`src/rtl/ahb_in_pkg.sv`:
```
// Shared constants for the ahb_in AHB-Lite producer-to-FIFO slave: HTRANS codes,
// register offsets and STATUS/CTRL bit positions.
package ahb_in_pkg;

    localparam logic [1:0] HTRANS_IDLE   = 2'b00;
    localparam logic [1:0] HTRANS_BUSY   = 2'b01;
    localparam logic [1:0] HTRANS_NONSEQ = 2'b10;
    localparam logic [1:0] HTRANS_SEQ    = 2'b11;

    localparam logic [1:0] REG_DATA   = 2'd0;
    localparam logic [1:0] REG_STATUS = 2'd1;
    localparam logic [1:0] REG_CTRL   = 2'd2;
    localparam logic [1:0] REG_RSVD   = 2'd3;

    localparam int STAT_NOT_EMPTY = 0;
    localparam int STAT_FULL      = 1;
    localparam int STAT_UNDERFLOW = 2;
    localparam int STAT_COUNT_LSB = 8;

    localparam int CTRL_FLUSH     = 0;
    localparam int CTRL_CLR_UFLOW = 1;

    // The count field is 8 bits wide in the word, so DEPTH is limited to 128.
    function automatic logic [31:0] status_word(
        input logic       not_empty,
        input logic       full,
        input logic       underflow,
        input logic [7:0] count
    );
        logic [31:0] word;
        word                      = 32'h0000_0000;
        word[STAT_NOT_EMPTY]      = not_empty;
        word[STAT_FULL]           = full;
        word[STAT_UNDERFLOW]      = underflow;
        word[STAT_COUNT_LSB +: 8] = count;
        return word;
    endfunction

endpackage

```
`src/rtl/ahb_in_sync_fifo.sv`:
```
// Single-clock FIFO with combinational head output and a flush that overrides
// any push or pop on the same edge.
module sync_fifo #(
    parameter int DEPTH = 4,
    parameter int WIDTH = 32,
    parameter int CNT_W = $clog2(DEPTH) + 1
) (
    input  logic             clk_i,
    input  logic             rst_i,
    input  logic             push_i,
    input  logic             pop_i,
    input  logic             flush_i,
    input  logic [WIDTH-1:0] din_i,
    output logic [WIDTH-1:0] dout_o,
    output logic [CNT_W-1:0] count_o,
    output logic             full_o,
    output logic             empty_o
);

    localparam int PTR_W = (DEPTH > 1) ? $clog2(DEPTH) : 1;

    logic [WIDTH-1:0] mem_q [DEPTH];
    logic [PTR_W-1:0] wr_ptr_q;
    logic [PTR_W-1:0] wr_ptr_d;
    logic [PTR_W-1:0] rd_ptr_q;
    logic [PTR_W-1:0] rd_ptr_d;
    logic [CNT_W-1:0] count_q;
    logic [CNT_W-1:0] count_d;
    logic             do_push_s;
    logic             do_pop_s;

    assign full_o    = (count_q == CNT_W'(DEPTH));
    assign empty_o   = (count_q == {CNT_W{1'b0}});
    assign count_o   = count_q;
    assign dout_o    = mem_q[rd_ptr_q];
    assign do_push_s = push_i && !full_o;
    assign do_pop_s  = pop_i && !empty_o;

    // Next pointers and occupancy; power-of-two DEPTH lets pointers wrap naturally.
    always_comb begin
        wr_ptr_d = wr_ptr_q;
        rd_ptr_d = rd_ptr_q;
        count_d  = count_q;
        if (flush_i) begin
            wr_ptr_d = {PTR_W{1'b0}};
            rd_ptr_d = {PTR_W{1'b0}};
            count_d  = {CNT_W{1'b0}};
        end else begin
            if (do_push_s) begin
                wr_ptr_d = wr_ptr_q + PTR_W'(1);
            end else begin
                wr_ptr_d = wr_ptr_q;
            end
            if (do_pop_s) begin
                rd_ptr_d = rd_ptr_q + PTR_W'(1);
            end else begin
                rd_ptr_d = rd_ptr_q;
            end
            case ({do_push_s, do_pop_s})
                2'b10:   count_d = count_q + CNT_W'(1);
                2'b01:   count_d = count_q - CNT_W'(1);
                default: count_d = count_q;
            endcase
        end
    end

    // Pointer and count registers.
    always_ff @(posedge clk_i) begin
        if (rst_i) begin
            wr_ptr_q <= {PTR_W{1'b0}};
            rd_ptr_q <= {PTR_W{1'b0}};
            count_q  <= {CNT_W{1'b0}};
        end else begin
            wr_ptr_q <= wr_ptr_d;
            rd_ptr_q <= rd_ptr_d;
            count_q  <= count_d;
        end
    end

    // Storage is not reset; the empty flag masks stale contents.
    always_ff @(posedge clk_i) begin
        if (do_push_s && !flush_i) begin
            mem_q[wr_ptr_q] <= din_i;
        end
    end

endmodule

```
`src/rtl/ahb_in.sv`:
```
// AHB-Lite slave exposing a producer FIFO as DATA/STATUS/CTRL registers.
// Define AHB_IN_BLOCKING_READ_EN to stall empty DATA reads instead of flagging Underflow.
module ahb_in
    import ahb_in_pkg::*;
#(
    parameter int DEPTH = 4,
    parameter int CNT_W = $clog2(DEPTH) + 1
) (
    input  logic        HCLK,
    input  logic        HRESET,
    input  logic [31:0] HADDR,
    input  logic [31:0] HWDATA,
    input  logic [2:0]  HSIZE,
    input  logic [1:0]  HTRANS,
    input  logic        HWRITE,
    input  logic        HREADY,
    input  logic        HSEL,
    output logic [31:0] HRDATA,
    output logic        HREADYOUT,
    input  logic [31:0] DataIn,
    input  logic        DataInValid,
    output logic        DataInReady
);

    logic             write_en_q;
    logic             write_en_d;
    logic             read_en_q;
    logic             read_en_d;
    logic [1:0]       addr_q;
    logic [1:0]       addr_d;
    logic             underflow_q;
    logic             underflow_d;

    logic [31:0]      head_s;
    logic [CNT_W-1:0] count_s;
    logic             full_s;
    logic             empty_s;
    logic             hreadyout_s;
    logic             data_rd_s;
    logic             ctrl_wr_s;
    logic             pop_s;
    logic             flush_s;
    logic             clr_uflow_s;
    logic [31:0]      hrdata_s;
    logic             unused_s;

    assign unused_s = ^{HSIZE, HADDR[31:4], HADDR[1:0], HWDATA[31:2]};

    sync_fifo #(
        .DEPTH (DEPTH),
        .WIDTH (32),
        .CNT_W (CNT_W)
    ) u_fifo (
        .clk_i   (HCLK),
        .rst_i   (HRESET),
        .push_i  (DataInValid),
        .pop_i   (pop_s),
        .flush_i (flush_s),
        .din_i   (DataIn),
        .dout_o  (head_s),
        .count_o (count_s),
        .full_o  (full_s),
        .empty_o (empty_s)
    );

    assign data_rd_s   = read_en_q && (addr_q == REG_DATA);
    assign ctrl_wr_s   = write_en_q && (addr_q == REG_CTRL) && hreadyout_s;
    assign pop_s       = data_rd_s && hreadyout_s && !empty_s;
    assign flush_s     = ctrl_wr_s && HWDATA[CTRL_FLUSH];
    assign clr_uflow_s = ctrl_wr_s && HWDATA[CTRL_CLR_UFLOW];

`ifdef AHB_IN_BLOCKING_READ_EN
    // Hold the bus while a DATA read waits for the producer.
    assign hreadyout_s = !(data_rd_s && empty_s);
`else
    assign hreadyout_s = 1'b1;
`endif

    assign HREADYOUT   = hreadyout_s;
    assign DataInReady = !full_s;
    assign HRDATA      = hrdata_s;

    // Address-phase capture; cleared for idle or unselected cycles.
    always_comb begin
        write_en_d = 1'b0;
        read_en_d  = 1'b0;
        addr_d     = 2'b00;
        if (HSEL && (HTRANS != HTRANS_IDLE)) begin
            write_en_d = HWRITE;
            read_en_d  = !HWRITE;
            addr_d     = HADDR[3:2];
        end else begin
            write_en_d = 1'b0;
            read_en_d  = 1'b0;
            addr_d     = 2'b00;
        end
    end

    // Sticky Underflow: set by an empty DATA read, cleared through CTRL.
    always_comb begin
        underflow_d = underflow_q;
`ifdef AHB_IN_BLOCKING_READ_EN
        if (clr_uflow_s) begin
            underflow_d = 1'b0;
        end else begin
            underflow_d = underflow_q;
        end
`else
        if (data_rd_s && empty_s) begin
            underflow_d = 1'b1;
        end else if (clr_uflow_s) begin
            underflow_d = 1'b0;
        end else begin
            underflow_d = underflow_q;
        end
`endif
    end

    // Read mux; anything outside an active read data phase returns zero.
    always_comb begin
        hrdata_s = 32'h0000_0000;
        if (read_en_q) begin
            case (addr_q)
                REG_DATA:   hrdata_s = empty_s ? 32'h0000_0000 : head_s;
                REG_STATUS: hrdata_s = status_word(!empty_s, full_s, underflow_q, 8'(count_s));
                default:    hrdata_s = 32'h0000_0000;
            endcase
        end else begin
            hrdata_s = 32'h0000_0000;
        end
    end

    // Control registers advance only while the bus is ready.
    always_ff @(posedge HCLK) begin
        if (HRESET) begin
            write_en_q  <= 1'b0;
            read_en_q   <= 1'b0;
            addr_q      <= 2'b00;
            underflow_q <= 1'b0;
        end else begin
            underflow_q <= underflow_d;
            if (HREADY) begin
                write_en_q <= write_en_d;
                read_en_q  <= read_en_d;
                addr_q     <= addr_d;
            end else begin
                write_en_q <= write_en_q;
                read_en_q  <= read_en_q;
                addr_q     <= addr_q;
            end
        end
    end

endmodule

```
`config.mk`:
```
export PLATFORM = sky130hd
export DESIGN_NAME = ahb_in
export DESIGN_NICKNAME = d
export VERILOG_FILES = /design/src/rtl/ahb_in_pkg.sv /design/src/rtl/ahb_in_sync_fifo.sv /design/src/rtl/ahb_in.sv
export SDC_FILE = /design/constraint.sdc
export NUM_CORES = 1
export LEC_CHECK = 0
export ABC_CLOCK_PERIOD_IN_PS = 2620
export BUFFER_PORTS_ARGS = -buffer_cell sky130_fd_sc_hd__buf_2
export CAP_MARGIN = 20
export CORE_MARGIN = 1
export CORE_UTILIZATION = 53
export CTS_CLUSTER_DIAMETER = 120
export DETAILED_ROUTE_END_ITERATION = 16
export HOLD_SLACK_MARGIN = 0.1
export PLACE_DENSITY = 0.82
export SLEW_MARGIN = 30
export SYNTH_ARGS = -nofsm -noshare
export SYNTH_HDL_FRONTEND = slang
export SYNTH_SLANG_ARGS = --single-unit
export TNS_END_PERCENT = 50
```
`constraint.sdc`:
```
create_clock -name HCLK -period 2.62 [get_ports HCLK]
set_input_delay 0 -clock HCLK [delete_from_list [all_inputs] [get_ports HCLK]]
set_output_delay 0 -clock HCLK [all_outputs]
set_load 0.01 [all_outputs]
```
==> flow_summary_export.csv <==
group,metric,value,unit
cells_and_area,layout_common_cells,"edfxtp_1, buf_2, dlygate4sd3_1",
place,portBuffers,76,
global_routing,grt_pass1_wl,18100,um
critical_path,rr_startpoint,"addr_q[1]$_SDFFE_PP0P_",
sta,hold_violations,0,
place,dp_hpwl,6620,um
critical_path,critPathCaptureType,"register",
sta,fin_worst_skew,0.0147,ns
detailed_routing,wl,11600,um
detailed_routing,drt_first_pass_iters,5,
global_routing,grt_max_degree,28,
synthesis,synth_edf_count,128,
critical_path,crit_start,"addr_q[1]$_SDFFE_PP0P_",
cells_and_area,area_growth,28.3,%
detailed_routing,drc,0,
sta,setup_viol,0,
sta,layout_min_cycle_time,2.39,ns
synthesis,ys_types,33,
detailed_routing,via_count,3201,
sta,rsz0062_at_grt,"false",
synthesis,syn-num-nets,403,
synthesis,ys_warn_count,0,
critical_path,worstPathMaxFanout,6,
worst_hold_path,min_path_type,"in -> reg",
cells_and_area,nets,544,
synthesis,syn_avg_cell_area,19.2,sq um
synthesis,synth_top_area_share,0.691,
synthesis,synthFlopType,"edfxtp_1",
clocking,hold_buffers,44,
power_and_ir_drop,ir_drop,0.464,mV
critical_path,critPathLaunchType,"register",
cells_and_area,antenna_cells,0,
synthesis,ys_ff_latch,142,
outcome,run_status,"completed",
sta,tightest_slew,0.935,ns
cells_and_area,layout_commonest_cell,"edfxtp_1",
floorplanning,core_area,10200,sq um
global_routing,overflow,0,
floorplanning,start_util,0.544,
floorplanning,die_width,104,um
clocking,clock_latency,0.52,ns
clocking,numCtsBuffers,17,
sta,timing.final.crit_share,0.911,
floorplanning,die_y,104,um
clocking,cts_tree,"built",
clocking,htree_levels,4,
power_and_ir_drop,total_leakage_power,2.67,nW
worst_hold_path,min-delay-start,"DataIn[20]",
detailed_routing,vias_per_cell,5.53,
clocking,cts.path.max_buffers,2,
detailed_routing,wl_per_cell,20.0,um
detailed_routing,drtIter0Drc,161,
cells_and_area,drive_gt1_frac,0.352,
clocking,postCtsSetupBuffers,0,
place,placed_cell_area,6170,sq um
sta,timing.hold.ws,0.229,ns
clocking,cts_sinks,142,
synthesis,yosys.area.top_type,"edfxtp_1",
cells_and_area,design_area,7140,sq um
clocking,path_clk_slew,0.06,ns
synthesis,synthArstFlopShare,0,
global_routing,grt_pass1_vias,3491,
sta,final.setup.tns,0,ns
sta,slew_viol_final,0,
synthesis,yosysSeqAreaShare,0.741,
place,placed_cells,504,
cells_and_area,fillers,651,
clocking,cts_root_buffer,"clkbuf_8",
clocking,cts_resized,0,
sta,max_slew_margin,0.377,
critical_path,crit_required,3.05,ns
cells_and_area,final_cells,579,
critical_path,cp.arrival,2.81,ns
global_routing,antenna_found_initial,0,
power_and_ir_drop,power_density,712,nW/um^2
place,gp_congestion,0.764,
detailed_routing,ant_nets,0,
flow_run,max-cap-violations,0,
floorplanning,io_pins,141,
critical_path,critPathKind,"reg -> reg",
floorplanning,die_area,10900,sq um
synthesis,synth_area,5570,sq um
synthesis,synthCells,290,
sta,max_freq,419,MHz
synthesis,synthTopCellsByArea,"edfxtp_1, mux4_2, dfxtp_1",
global_routing,grtUsageTotal,0.229,
floorplanning,core.rowCount,37,
cell usage after synthesis, drive strengths merged (2+ instances only):
master / instances
edfxtp: 128
mux4: 32
and3: 27
dfxtp: 14
a21oi: 10
nor2: 10
inv: 9
buf: 8
clkbuf: 6
a22o: 5
ha: 5
and2: 4
nand2b: 4
o21ai: 4
nand3: 3
nand4b: 2
nor2b: 2
nor3: 2
nor3b: 2
or3: 2
xor2: 2
worst paths after layout:
kind,endpoint,slack [ns],cells past startpoint
worst min register to register,register,0.52,2
worst max-delay path,u_fifo.count_o[2]$_SDFFE_PP0P_,0.23,8
worst max register to register,u_fifo.count_o[2]$_SDFFE_PP0P_,0.23,8
worst min-delay path,u_fifo.mem_q[2][20]$_DFFE_PP_,0.23,2
stage by stage:
stage	setup WS, ns	utilization	total power (W)
after CTS	0.283	0.698	0.00512
after global placement	0.431	0.603	0.00291
final	0.233	0.698	0.00509
after floorplan	0.364	-	0.00280
after detailed placement	0.329	0.603	0.00293
after global routing	0.0506	0.698	0.00524
metal layers:
| metal | GRT usage | part of all wire | up-vias | wire [um] |
|---|---|---|---|---|
| met5 | 0 | 0 | - | 0 |
| met4 | 0.0776 | 0.016 | 0 | 187 |
| met3 | 0.0570 | 0.051 | 21 | 594 |
| met2 | 0.411 | 0.54 | 125 | 6250 |
| met1 | 0.266 | 0.39 | 1609 | 4570 |
| li1 | - | - | 1446 | - |
registers in the layout, indices dropped and copies added (netlist names), named ones only:
name and cells:
u_fifo.mem_q 128, u_fifo.count_o 3, u_fifo.rd_ptr_q 2, u_fifo.wr_ptr_q 2
read_en_q 1, underflow_q 1, addr_q 2, write_en_q 1
final cells by class:
cell class | count | area, sq um | share of cell area
Clock buffer | 17 | 414 | 0.0580
Clock inverter | 14 | 118 | 0.0165
Inverter | 9 | 33.8 | 0.00473
Multi-Input combinational cell | 125 | 1340 | 0.187
Sequential cell | 142 | 4130 | 0.578
Tap cell | 136 | 170 | 0.0238
Timing Repair Buffer | 136 | 941 | 0.132
where the power goes:
part	leakage [nW]	internal (W)	switching, W
Sequential	1.29	0.00257	0.0000336
Clock	0.252	0.00125	0.000904
Combinational	1.12	0.000157	0.000177
Total	2.67	0.00397	0.00112
cell families after synthesis:
family	share of synthesized area
multiplexers	0.129
AND/OR/NAND/NOR	0.0659
AO/OA/AOI/OAI	0.0265
adder cells (fa/ha/maj)	0.0148
other	0.000674
buffers and inverters	0.0184
flip-flops	0.741
XOR/XNOR	0.00315
critical path: stages, from the launching register on:
cell	delay, ns
dfxtp_1	0.36
or3b_4	0.44
nor2_1	0.16
ha_1	0.21
inv_1	0.06
fa_1	0.37
xor2_1	0.16
or3_1	0.33
a21oi_1	0.20
No activity file was read; power rests on OpenSTA's default activity.
